**src/rtl/instr_fetch.sv**
```systemverilog
// ============================================================================
// Module   : instr_fetch
// Purpose  : Instruction fetch stage. Owns the PC, keeps at most one memory
//            request in flight and buffers {pc, instr} pairs for the decoder.
//            The misaligned-redirect halt is built only when the macro
//            FETCH_MISALIGN_CHECK_EN is defined.
// Revision : 1.0 - initial release
// ============================================================================
`default_nettype none

module instr_fetch #(
    parameter logic [31:0] RESET_PC   = 32'h0000_0000,
    parameter int          FIFO_DEPTH = 2
) (
    input  logic        clk,
    input  logic        rst,
    output logic        imem_req,
    output logic [31:0] imem_addr,
    input  logic        imem_ack,
    input  logic [31:0] imem_rdata,
    input  logic        redirect,
    input  logic [31:0] redirect_pc,
    output logic        if_valid,
    output logic [31:0] if_instr,
    output logic [31:0] if_pc,
    input  logic        dec_ready,
    output logic        misalign_err
);

    localparam int PTR_W = $clog2(FIFO_DEPTH);
    localparam int CNT_W = PTR_W + 1;

    localparam logic [1:0] ST_FETCH = 2'd0;
    localparam logic [1:0] ST_DRAIN = 2'd1;
    localparam logic [1:0] ST_HALT  = 2'd2;

    logic [1:0]       state_q, state_d;
    logic [31:0]      fetch_pc_q, fetch_pc_d;
    logic [31:0]      req_addr_q, req_addr_d;
    logic             pend_q, pend_d;
    logic             halt_after_q, halt_after_d;
    logic             err_q, err_d;
    logic [CNT_W-1:0] count_q, count_d;
    logic [PTR_W-1:0] rd_ptr_q, rd_ptr_d;
    logic [PTR_W-1:0] wr_ptr_q, wr_ptr_d;
    logic [31:0]      pc_mem_q    [FIFO_DEPTH];
    logic [31:0]      instr_mem_q [FIFO_DEPTH];

    logic [31:0]      w_target;
    logic             w_misalign;
    logic             w_full;
    logic             w_push;
    logic             w_pop;

`ifdef FETCH_MISALIGN_CHECK_EN
    assign w_target   = redirect_pc;
    assign w_misalign = redirect && (redirect_pc[1:0] != 2'b00);
`else
    // Low bits are masked rather than dropped so the port stays fully used.
    assign w_target   = {redirect_pc[31:2], redirect_pc[1:0] & 2'b00};
    assign w_misalign = 1'b0;
`endif

    assign w_full       = (count_q == CNT_W'(FIFO_DEPTH));
    assign imem_req     = !rst && ((state_q == ST_DRAIN) ||
                                   ((state_q == ST_FETCH) && (!w_full || pend_q)));
    assign imem_addr    = pend_q ? req_addr_q : fetch_pc_q;
    assign if_valid     = (count_q != '0);
    assign if_instr     = instr_mem_q[rd_ptr_q];
    assign if_pc        = pc_mem_q[rd_ptr_q];
    assign misalign_err = err_q;

    assign w_push = (state_q == ST_FETCH) && imem_req && imem_ack && !redirect;
    assign w_pop  = if_valid && dec_ready && !redirect;

    always_comb begin
        state_d      = state_q;
        fetch_pc_d   = fetch_pc_q;
        halt_after_d = halt_after_q;
        err_d        = err_q;
        count_d      = count_q;
        rd_ptr_d     = rd_ptr_q;
        wr_ptr_d     = wr_ptr_q;
        pend_d       = imem_req && !imem_ack;
        req_addr_d   = imem_addr;

        case (state_q)
            ST_FETCH: begin
                if (redirect) begin
                    count_d    = '0;
                    rd_ptr_d   = '0;
                    wr_ptr_d   = '0;
                    fetch_pc_d = w_target;
                    if (w_misalign) begin
                        err_d = 1'b1;
                    end
                    // An unacked request must be drained before anything else.
                    if (imem_req && !imem_ack) begin
                        state_d      = ST_DRAIN;
                        halt_after_d = w_misalign;
                    end else if (w_misalign) begin
                        state_d = ST_HALT;
                    end
                end else begin
                    if (w_push) begin
                        fetch_pc_d = fetch_pc_q + 32'd4;
                        wr_ptr_d   = wr_ptr_q + PTR_W'(1);
                    end
                    if (w_pop) begin
                        rd_ptr_d = rd_ptr_q + PTR_W'(1);
                    end
                    case ({w_push, w_pop})
                        2'b10:   count_d = count_q + CNT_W'(1);
                        2'b01:   count_d = count_q - CNT_W'(1);
                        default: count_d = count_q;
                    endcase
                end
            end
            ST_DRAIN: begin
                if (redirect) begin
                    fetch_pc_d = w_target;
                    if (w_misalign) begin
                        err_d        = 1'b1;
                        halt_after_d = 1'b1;
                    end
                end
                if (imem_ack) begin
                    state_d = halt_after_d ? ST_HALT : ST_FETCH;
                end
            end
            ST_HALT: begin
                state_d = ST_HALT;
            end
            default: begin
                state_d = ST_FETCH;
            end
        endcase
    end

    always_ff @(posedge clk) begin
        if (rst) begin
            state_q      <= ST_FETCH;
            fetch_pc_q   <= RESET_PC;
            req_addr_q   <= RESET_PC;
            pend_q       <= 1'b0;
            halt_after_q <= 1'b0;
            err_q        <= 1'b0;
            count_q      <= '0;
            rd_ptr_q     <= '0;
            wr_ptr_q     <= '0;
        end else begin
            state_q      <= state_d;
            fetch_pc_q   <= fetch_pc_d;
            req_addr_q   <= req_addr_d;
            pend_q       <= pend_d;
            halt_after_q <= halt_after_d;
            err_q        <= err_d;
            count_q      <= count_d;
            rd_ptr_q     <= rd_ptr_d;
            wr_ptr_q     <= wr_ptr_d;
        end
    end

    always_ff @(posedge clk) begin
        if (rst) begin
            for (int i = 0; i < FIFO_DEPTH; i++) begin
                pc_mem_q[i]    <= 32'h0;
                instr_mem_q[i] <= 32'h0;
            end
        end else if (w_push) begin
            pc_mem_q[wr_ptr_q]    <= fetch_pc_q;
            instr_mem_q[wr_ptr_q] <= imem_rdata;
        end
    end

endmodule

`default_nettype wire

```
**config.mk**
```make
export PLATFORM = sky130hd
export DESIGN_NAME = instr_fetch
export DESIGN_NICKNAME = d
export VERILOG_FILES = /design/src/rtl/instr_fetch.sv
export SDC_FILE = /design/constraint.sdc
export NUM_CORES = 1
export LEC_CHECK = 0
export BUFFER_PORTS_ARGS = -buffer_cell sky130_fd_sc_hd__clkbuf_2
export CAP_MARGIN = 40
export CORE_MARGIN = 2
export CORE_UTILIZATION = 40
export CTS_BUF_LIST = sky130_fd_sc_hd__clkbuf_8
export CTS_CLUSTER_DIAMETER = 80
export DETAILED_ROUTE_END_ITERATION = 10
export SLEW_MARGIN = 40
export SYNTH_ARGS = -nofsm -noshare
export SYNTH_HDL_FRONTEND = slang
export SYNTH_SLANG_ARGS = --single-unit
```
**constraint.sdc**
```tcl
create_clock -name clk -period 8 [get_ports clk]
set_clock_uncertainty 0.2 [all_clocks]
set_input_delay 0.8 -clock clk [delete_from_list [all_inputs] [get_ports clk]]
set_output_delay 0.8 -clock clk [all_outputs]
set_load 0.02 [all_outputs]
```
After elaboration in Yosys (flattened, before gate mapping)
Memory sizes are Yosys's and may differ from the RTL's. A register that Yosys moved wholly into a read port is not among the register bits.
Cells that the tools add are included.
{"block": "word_totals", "ff_bits": 72, "latchBits": 0, "ramBits": 128, "romBits": 0, "input_bits": 69, "out_inout_bits": 99, "elab_cells": 88, "mem_count": 2}
{"block": "op_classes", "n_addsub": 5, "n_mul": 0, "div": 0, "n_lt_le_gt_ge": 0, "n_eq_ne": 10, "shift": 0, "n_mux": 35, "bitwise": 0, "n_reduce_logical": 28}
{"name": "instr_mem_q", "words": 2, "width": 32, "rd": 1, "rd_clocked_by_memory_dff": 1, "write_ports": 2, "line_no": "47", "rtl": "logic [31:0] instr_mem_q [FIFO_DEPTH];"}
{"name": "pc_mem_q", "words": 2, "width": 32, "rd": 1, "rd_clocked_by_memory_dff": 1, "write_ports": 2, "line_no": "46", "rtl": "logic [31:0] pc_mem_q [FIFO_DEPTH];"}
{"op": "32-bit 2-to-1 mux", "count": 6}
{"op": "32-bit case mux with 2 select lines", "count": 1}
{"op": "32-bit OR reduction", "count": 2}
{"op": "32-bit by 3-bit adder with 32-bit output, second input constant", "count": 1}
{"op": "1-bit 2-to-1 mux", "count": 20}
{"op": "2-bit 2-to-1 mux", "count": 5}
{"op": "3-bit AND reduction", "count": 3}
{"op": "1-bit logical AND", "count": 8}
{"op": "2-bit inequality test, second input constant", "count": 4}
{"op": "2-bit nonzero test", "count": 4}
{"op": "2-bit equality test, second input constant", "count": 3}
{"op": "2-bit case mux with 3 select lines", "count": 1}
{"op": "2-bit AND reduction", "count": 3}
{"op": "2-bit by 1-bit equality test with 1-bit output, second input constant", "count": 2}
{"op": "1-bit zero test", "count": 4}
{"op": "2-bit case mux with 2 select lines", "count": 1}
{"op": "3-bit inequality test, second input constant", "count": 1}
{"op": "3-bit nonzero test", "count": 1}
{"op": "1-bit adder, second input constant", "count": 2}
{"op": "2-bit by 1-bit adder with 2-bit output, second input constant", "count": 1}
{"op": "2-bit zero test", "count": 1}
{"op": "1-bit logical OR", "count": 2}
{"op": "1-bit case mux with 2 select lines", "count": 1}
{"op": "2-bit by 1-bit subtractor with 2-bit output, second input constant", "count": 1}

Depth between registers and ports, before layout
Gate-level depths: netlist of the first run.
{"block": "depth", "ltp_word": 14, "mapped_depth": 8, "depth_no_buf": 6}

Worst setup path before layout of the first run
Ideal clock, no wire load.
{"block": "synth_path", "path_type": "in2reg", "startpoint": "in rst", "endpoint": "mem instr_mem_q[1][0], enable pin", "setup_time_ns": 0.423, "arrival_ns": 3.127, "required_ns": 7.377, "setup_slack_ns": 4.249, "cell_stages": 7, "n_path_buf": 3, "cell_sequence": "buf_2 nor2b_1 a31o_1 buf_2 and3_1 buf_2 or2_1"}
{"element": "start: declaration", "line_no": "16", "rtl": "input logic rst,"}
{"element": "end: declaration", "line_no": "47"}

==> metrics, run 1 <==
combinational power share 0.128; DIE HEIGHT roughly 150 um; # diodes 0; CTS Buffer Depth 2; DRC 0; Switch Pwr approximately 0.00055 W; Layout Nets between 900 and 1000; Post-synth top cells 160 x and2_1, 124 x edfxtp_1, 93 x mux2_2; Top FF cell, synth edfxtp_1; M2 GR Usage 0.2819; VDD IR max 0.1006 mV; wire length per cell approximately 17 um; GRT Total Usage 0.1777; # IOs ~170; Placeable Area about 22000 um^2; row cnt 54; post-DR vias/cell between 5 and 6; Reg clk slew, reported paths ~0.10 ns; sequential fraction of the synthesis area 0.5768; CP required ~8 ns; Hold-fix buffers, CTS 0; setup bufs post-CTS 0; synthesized flop and latch total 194; top-count cell post-synth and2_1; Die ar. around 23000 um^2; Avg Cell Area, Syn approximately 12 um^2; worst slew pin tran 0.8431 ns; Synth warnings 0; clock share of power 0.319; Congestion Overflow GR 0; CP endpoint kind flip-flop; root buf cell clkbuf_8; Synth top area share 0.4191; Final setup viols 0; fmax between 0.2 and 0.3 GHz; Syn-to-layout area delta 16.11%; final core utilization 0.4727; Initial Utilization 0.4071; leak pwr slightly above 4 nW; Slew Limit Fails 0; CTS tree done; TritonCTS Buffers 17; unrepaired setup endpoints after global routing false; period utilization 0.4640; port bufs 162; internal power 0.001551 W; Setup crit start kind input pin; die width between 150 and 200 um; CTS sink cnt 194; max cap viols 0; Most Crowded Layer GR met2; sw frac 0.2631; DP HPWL 12760 um; Synth async-reset ratio 0; Routability Congestion approximately 0.8; global-route wire length before repair approximately 33000 um; H-tree levels 4; Syn Inst Count 750; drt first pass iters 4; setup TNS 0 ns; Power Density 204.0 nW/um^2; grt met1 use 0.2436; drt total wl 20440 um; Reg power frac 0.553; via count ~6100; GR Util met3 0.03374; initial antenna violation count 0; Hold/Removal Path Class in -> reg; Iter 0 DRT Violations about 330; DRT antenna net count 0; Post-synth EDFFs approximately 120; WS Path Type in -> reg; hold slack ~0.33 ns; top cells by area, synth edfxtp_1 42%, dfxtp_1 16%, mux2_2 12%; layout cells sized above 1 0.3501; status completed; Syn Std Cell Area roughly 9000 um^2; Max-Slew Margin vs Limit 0.4379; worst-path fanout max 50; pin count of the biggest net entering global routing 63; Arr. time, crit path 3.84 ns; post-synth cell types around 60; Final Hold Vio Count 0; # fillers approximately 2100; vias in the first global route between 5000 and 6000; minimum clock period after layout 3.712 ns; Synth area leader edfxtp_1; Clock Latency Late Sink around 0.46 ns; CTS resizes 0
-- power groups by stage --
| stage | combinational (W) | clock, W | sequential [W] |
|---|---|---|---|
| detailed placement | 0.000272 | 0 | 0.00119 |
| finish | 0.000269 | 0.000671 | 0.00116 |
| CTS | 0.000273 | 0.000691 | 0.00117 |
| global route | 0.000294 | 0.000728 | 0.00117 |
| floorplan | 0.000187 | 0 | 0.00117 |
| global placement | 0.000269 | 0 | 0.00119 |
-- per-stage QoR --
step	setup slack, ns	area, um^2	total power, W	std cells
3_3_place_gp	3.710	9876	0.001456	1144
6_report	4.288	10320	0.002105	1177
2_1_floorplan	4.249	8892	0.001358	752
3_5_place_dp	3.801	9907	0.001461	1145
4_1_cts	4.294	10320	0.002130	1177
5_1_grt	4.093	10320	0.002195	1177
-- layout make-up --
type	count	area, um^2	share of cell area
Sequential cell	194	5130	0.4973
Multi-Input combinational cell	497	3525	0.3417
Tap cell	280	350.3	0.03396
Clock inverter	14	161.4	0.01565
Inverter	3	11.26	0.001092
Clock buffer	18	247.7	0.02401
Timing Repair Buffer	171	890.9	0.08636
-- routing by layer --
layer | wire length (um) | vias to the layer above
met1 | 9540 | 2950
met4 | 285 | 0
li1 | - | 2953
met5 | 0 | -
met3 | 1019 | 21
met2 | 9592 | 186
-- cells in the final DEF, fill, tap and decap left out, drive strengths merged, types with 5 or more instances in the layout --
| master | instances |
|---|---|
| clkbuf | 180 |
| and2 | 160 |
| edfxtp | 124 |
| mux2 | 93 |
| dfxtp | 70 |
| nand2 | 30 |
| a21oi | 29 |
| o21ai | 28 |
| nor2 | 24 |
| nand3 | 15 |
| nor3 | 13 |
| inv | 11 |
| o31ai | 9 |
| buf | 9 |
| a31oi | 8 |
| or3 | 6 |
| nand4 | 6 |
| and3 | 6 |
| a211oi | 5 |
-- registers in the layout (all words and copies together), names as in the netlist, named ones only --
register	flops
fetch_pc_q	30
req_addr_q	32
rd_ptr_q	1
count_q	2
instr_mem_q	64
state_q	2
wr_ptr_q	1
pend_q	1
pc_mem_q	60
-- final timing paths --
check                           startpoint            endpoint  cells past startpoint  slack [ns]
worst min register to register    rd_ptr_q           flip-flop                      2        0.33
worst min-delay path              imem_ack              pend_q                      2        0.33
worst max-delay path                   rst  instr_mem_q[0][26]                      8        4.29
worst max register to register      pend_q  instr_mem_q[0][26]                      7        4.63
-- logic make-up after synthesis --
group	after synthesis	synth area share
AND/OR/NAND/NOR	292	0.1955
flip-flops	194	0.5768
AO/OA/AOI/OAI	107	0.07661
multiplexers	93	0.1179
buffers and inverters	61	0.03042
adder cells (fa/ha/maj)	1	0.001408
other	1	0.0004221
XOR/XNOR	1	0.0009860
-- critical path, stage by stage --
cell      delay (ns)
clkbuf_2        0.46
nor2b_1         0.42
a31o_1          0.59
buf_4           0.36
nand2_1         0.16
nor2_4          0.29
buf_4           0.47
and2_1          0.21
(Power assumes the default switching activity.)
==> run 2, diff against run 1 <==
==> constraint.sdc (replaced) <==
create_clock -name clk -period 3.8 [get_ports clk]
set_clock_uncertainty 0.2 [all_clocks]
set_input_delay 0.38 -clock clk [delete_from_list [all_inputs] [get_ports clk]]
set_output_delay 0.38 -clock clk [all_outputs]
set_load 0.02 [all_outputs]
==> run 2 against run 1 <==
  * Clock power up 88%
  * Utilization up 1.7 points
  * Critical path type is now reg -> reg
  * Flip-flop and latch count unchanged
  * Count of clock-buffer cells in the layout unchanged
  * First-iteration DRC count up 28%
  * Critical endpoint is now pc_mem_q[0][14]
  * Setup slack worse by 3.1 ns
  * Largest power group unchanged
  * Global-route usage up 0.16 points
  * Cell count up 3.6%
  * Routed wire length up 2.3%
==> metrics, run 2 (same netlist as run 1, synthesis figures left out) <==
status completed; cell depth of the worst flop-to-flop path 7 (unchanged); combinational power share 0.142 (+0.014); RR Endpoint pc_mem_q[0][14]; Initial Utilization 0.4071 (unchanged); wire length per cell 17.16 um (-1.2%); # diodes 0 (unchanged); Iter 0 DRT Violations 427 (+28%); sw frac 0.2788 (+0.01568); final instance area 10700 um^2 (+3.7%); largest registers instr_mem_q x64, pc_mem_q x60, req_addr_q x32; fmax around 0.38 GHz; pin count of the biggest net entering global routing 63 (unchanged); Syn-to-layout area delta 20.41%; Layout Nets 996 (+4.4%); Max-Slew Margin vs Limit 0.5790 (+0.1410); setup TNS 0 ns (unchanged); port bufs 162 (unchanged); Setup crit start kind flip-flop; leak pwr 4.299 nW (+3.7%); Hold/Removal Path Class in -> reg; Arr. time, crit path 2.77 ns (-1.07 ns); drt total wl 20910 um (+2.3%); Clock Latency Late Sink 0.47 ns (about the same); Most flops, register instr_mem_q; CP endpoint kind flip-flop; Slew Limit Fails 0 (unchanged); DP HPWL 12960 um (+1.6%); period utilization 0.6937; dpl cell area 9958 um^2 (+0.52%); reg2reg start state_q[1]; # fillers 1999 (-3.6%); Final setup viols 0 (unchanged); DRT antenna net count 0 (unchanged); # IOs 168 (unchanged); Placeable Area 21820 um^2 (unchanged); hold depth 2 (unchanged); Reg clk slew, reported paths 0.10 ns (about the same); GRT Total Usage 0.1793 (+0.001648); Switch Pwr 0.001205 W (+120%); CTS tree done; Routability Congestion 0.7765 (-2.6%); unrepaired setup endpoints after global routing false; DIE HEIGHT 153.0 um (unchanged); max cap viols 0 (unchanged); post-DR vias/cell 5.107 (-1.6%); Final Hold Vio Count 0 (unchanged); die width 153.0 um (unchanged); Largest register FFs 64 (unchanged); internal power 0.003116 W (+100%); most common cell after layout, fill and taps aside clkbuf_2; initial antenna violation count 0 (unchanged); vias in the first global route 6122 (+3.1%); layout cells sized above 1 0.3429 (-0.007138); Hold Startpoint imem_rdata[29]; CTS Buffer Depth 2 (unchanged); clock share of power 0.293 (-0.026); TritonCTS Buffers 17 (unchanged); worst slew pin tran 0.6267 ns (-0.2163 ns); Power Density 403.8 nW/um^2 (+98%); root buf cell clkbuf_8; via count 6225 (+1.9%); row cnt 54 (unchanged); most frequent cells in the layout 162 x clkbuf_2, 160 x and2_1, 124 x edfxtp_1; Congestion Overflow GR 0 (unchanged); DRC 0 (unchanged); Die ar. 23420 um^2 (unchanged); WS Path Type reg -> reg; CP required 3.93 ns (-4.20 ns); H-tree levels 4 (unchanged); worst-path fanout max 42 (-16%); Reg power frac 0.566 (+0.013); footprint of the multi-input gates 3516 um^2 (-0.25%); R2R Setup Slk 1.16 ns (-3.47 ns); Register Area 5127 um^2 (about the same); VDD IR max 0.1804 mV (+79%); minimum clock period after layout ~2.6 ns; drt first pass iters 6 (+2); global-route wire length before repair 32900 um (+0.53%); hold endpoint instr_mem_q[0][29]; CTS sink cnt 194 (unchanged)
run 2: critical path, stage by stage, from the launching register on:
cell and delay (ns):
dfxtp_1 0.51, nor2b_1 0.19, nor2_2 0.30, buf_4 0.38
nand2_1 0.20, nor2_4 0.12, buf_4 0.38, and2_1 0.20
run 2: repair_timing:
action / CTS / global route
hold buffers: 37 / 0
resized for setup: 0 / 0
setup buffers: 0 / 0
endpoints found under the hold margin: 65 / 0
run 2: cell type report:
class                           count  area share
Inverter                            3    0.001053
Timing Repair Buffer              213      0.1237
Clock buffer                       18     0.02316
Clock inverter                     14     0.01134
Multi-Input combinational cell    497      0.3287
Sequential cell                   194      0.4793
Tap cell                          280     0.03275
run 2: power by group through the flow:
stage                     clock network (W)  registers (W)  logic [W]
after global placement                    0        0.00249   0.000586
after detailed placement                  0        0.00249   0.000588
after global routing                0.00138        0.00246   0.000668
after CTS                           0.00131        0.00245   0.000622
after floorplan                           0        0.00247   0.000394
final                               0.00126        0.00244   0.000613
run 2: how the worst max path moves through the flow:
stage,slack [ns],start,cells after the start,to
detailed placement,1.02,redirect,6,instr_mem_q[0][1]
CTS,1.14,state_q[1],7,pc_mem_q[0][14]
global placement,1.02,redirect,6,instr_mem_q[0][1]
floorplan,0.39,state_q[1],7,instr_mem_q[0][0]
global route,0.91,state_q[1],7,pc_mem_q[0][14]
finish,1.16,state_q[1],7,pc_mem_q[0][14]
run 2: stage by stage:
step	setup WS, ns	hold slack, ns	utilization	total power, W	std cells
detailed placement	1.016	0.3091	0.4563	0.003083	1150
global placement	1.018	0.3046	0.4563	0.003074	1150
global route	0.9072	0.006448	0.4902	0.004512	1219
floorplan	0.3901	0.2587	-	0.002859	752
CTS	1.138	0.003905	0.4902	0.004374	1219
finish	1.164	0.03169	0.4902	0.004320	1219
run 2: per-layer routing:
metal  up-vias  track usage  routed length [um]
met1      2993       0.2353                9551
met3        16      0.03459                1034
met5         -            0                   0
met4         0      0.05203                 270
li1       3031            -                   -
met2       185       0.3025               10060
==> run 3, diff against run 2 <==
==> constraint.sdc (replaced) <==
create_clock -name clk -period 2.27 [get_ports clk]
set_clock_uncertainty 0.2 [all_clocks]
set_input_delay 0.227 -clock clk [delete_from_list [all_inputs] [get_ports clk]]
set_output_delay 0.227 -clock clk [all_outputs]
set_load 0.02 [all_outputs]
==> run 3 against run 2 <==
  * Cell count is 5.5% higher
  * Utilization is 3.3 points higher
  * Clock power is 74% higher
  * Die area stayed put
  * Count of clock-buffer cells in the layout is 4 higher
  * Design area is 6.6% higher
  * Via count is 4.8% higher
==> metrics, run 3 (same netlist as run 1, synthesis figures left out) <==
TritonCTS Buffers 17 (unchanged); H-tree levels 4 (unchanged); Layout Nets 1063 (+6.7%); period utilization 0.9715; max cap viols 0 (unchanged); pin count of the biggest net entering global routing 63 (unchanged); Slew Limit Fails 0 (unchanged); unrepaired setup endpoints after global routing true; Most flops, register instr_mem_q; Most Crowded Layer GR met2; Crit path largest cell delay 0.52 ns (about the same); CP required 2.20 ns (-1.73 ns); Initial Utilization 0.4071 (unchanged); Final setup viols 0 (unchanged); vias in the first global route 6280 (+2.6%); drt total wl 21360 um (+2.1%); wire length per cell 16.61 um (-3.2%); largest registers instr_mem_q x64, pc_mem_q x60, req_addr_q x32; # fillers 1990 (-0.45%); CP Depth 7 (unchanged); status completed; Post-Place Worst Slack 0.06072 ns (-0.9550 ns); Clock Latency Late Sink 0.47 ns (about the same); CTS tree done; Cell Chain, Critical Path dlygate4sd3_1 > clkbuf_2 > nor2b_1 > a31o_1 > and3_4 > or2_4 > buf_12; worst-path fanout max 62 (+48%); VDD IR max 0.3483 mV (+93%); Final Hold Vio Count 0 (unchanged); DIE HEIGHT 153.0 um (unchanged); global-route wire length before repair 34110 um (+3.7%); # placed instances 1191 (+3.6%); critical path's top delay family buffers and inverters; CP max-delay cell dlygate4sd3_1; layout cells sized above 1 0.3648 (+0.02189); Setup crit start kind input pin; CTS sink cnt 194 (unchanged); initial antenna violation count 0 (unchanged); root buf cell clkbuf_8; Post-Layout Cell Count 1286 (+5.5%); most frequent cells in the layout 162 x clkbuf_2, 160 x and2_1, 124 x edfxtp_1; GRT Total Usage 0.1849 (+0.005573); final setup margin 0.06465 ns (-1.099 ns); DP HPWL 14070 um (+8.5%); DRC 0 (unchanged); drt first pass iters 4 (-2); worst path bufs/invs 3 (+1); Arr. time, crit path 2.13 ns (-0.64 ns); most common cell after layout, fill and taps aside clkbuf_2; Reg clk slew, reported paths 0.09 ns (about the same); grt met1 use 0.2612 (+0.02586); Congestion Overflow GR 0 (unchanged); Final Power 0.007426 W (+72%); cell depth of the worst flop-to-flop path 5 (-2); # IOs 168 (unchanged); leak pwr 4.687 nW (+9.0%); Hold/Removal Path Class in -> reg; CP endpoint kind flip-flop; Routability Congestion 0.8393 (+8.1%); # diodes 0 (unchanged); hold depth 4 (+2); WS Path Type in -> reg; DRT antenna net count 0 (unchanged); Die ar. 23420 um^2 (unchanged); CTS Buffer Depth 2 (unchanged); port bufs 162 (unchanged); minimum clock period after layout 2.205 ns; via count 6525 (+4.8%); Iter 0 DRT Violations 274 (-36%); die width 153.0 um (unchanged); post-DR vias/cell 5.074 (-0.64%); Syn-to-layout area delta 28.40%; Placeable Area 21820 um^2 (unchanged); M2 GR Usage 0.2938 (-0.008716); GR Util met3 0.03374 (-0.0008506); fmax 0.4534 GHz; row cnt 54 (unchanged); Power Density 650.9 nW/um^2 (+61%); Largest register FFs 64 (unchanged)
## run 3: changes by cell type in the layout (fill, tap and decap cells not counted), sizes merged
cell,delta
dlygate4sd3,+24
clkbuf,+4
inv,-2
clkinvlp,-1
buf,+43
bufinv,+1
clkinv,-2
## run 3: metal layers
metal  share of wire  up-vias  routed length, um
met5               0        -                  0
met4           0.012        0                263
met3           0.045       23                956
met2            0.46      203               9893
met1            0.48     3134              10240
li1                -     3165                  -
## run 3: worst paths after layout
check	startpoint	end	slack, ns
setup / recovery	imem_ack	instr_mem_q[1][18]	0.06
hold / removal	redirect_pc[16]	fetch_pc_q[16]	0.03
setup reg to reg	pend_q	instr_mem_q[1][18]	0.10
hold reg to reg	state_q[0]	state_q[1]	0.32
## run 3: power by group
part / internal, W / leakage, nW / switching, W
combinational: 0.000517 / 2.60 / 0.000662
sequential: 0.00397 / 1.87 / 0.0000875
clock: 0.00101 / 0.213 / 0.00118
total: 0.00550 / 4.69 / 0.00193
## run 3: area by class of cell
| class | count | area, um^2 | area share |
|---|---|---|---|
| clock inverters | 10 | 83.83 | 0.007348 |
| repair buffers | 280 | 1969 | 0.1726 |
| inverters | 3 | 11.26 | 0.0009871 |
| flip-flops and latches | 194 | 5130 | 0.4497 |
| multi-input cells | 497 | 3561 | 0.3121 |
| clock buffers | 22 | 302.8 | 0.02654 |
| well taps | 280 | 350.3 | 0.03071 |
## run 3: timing repair
action                                  CTS  global route
hold endpoints to repair                 93             0
gates resized for setup                   2             5
endpoints found under the setup margin    2           212
hold buffers                             61             0
buffers inserted                          0             2
pin swaps                                 0             2
## run 3: per-stage QoR
stage	instance area, um^2	util	setup TNS, ns	hold slack [ns]
global placement	10370	0.4750	0	0.2194
detailed placement	10370	0.4750	0	0.2233
global route	11410	0.5228	-0.01444	0.001167
finish	11410	0.5228	0	0.02821
floorplan	8974	-	-5.912	0.09819
CTS	11370	0.5212	0	0.009998
## run 3: tightest hold or removal path: stages
cell and delay (ns):
clkbuf_2 0.09, nor2_1 0.04, a21oi_1 0.11, o221a_2 0.19
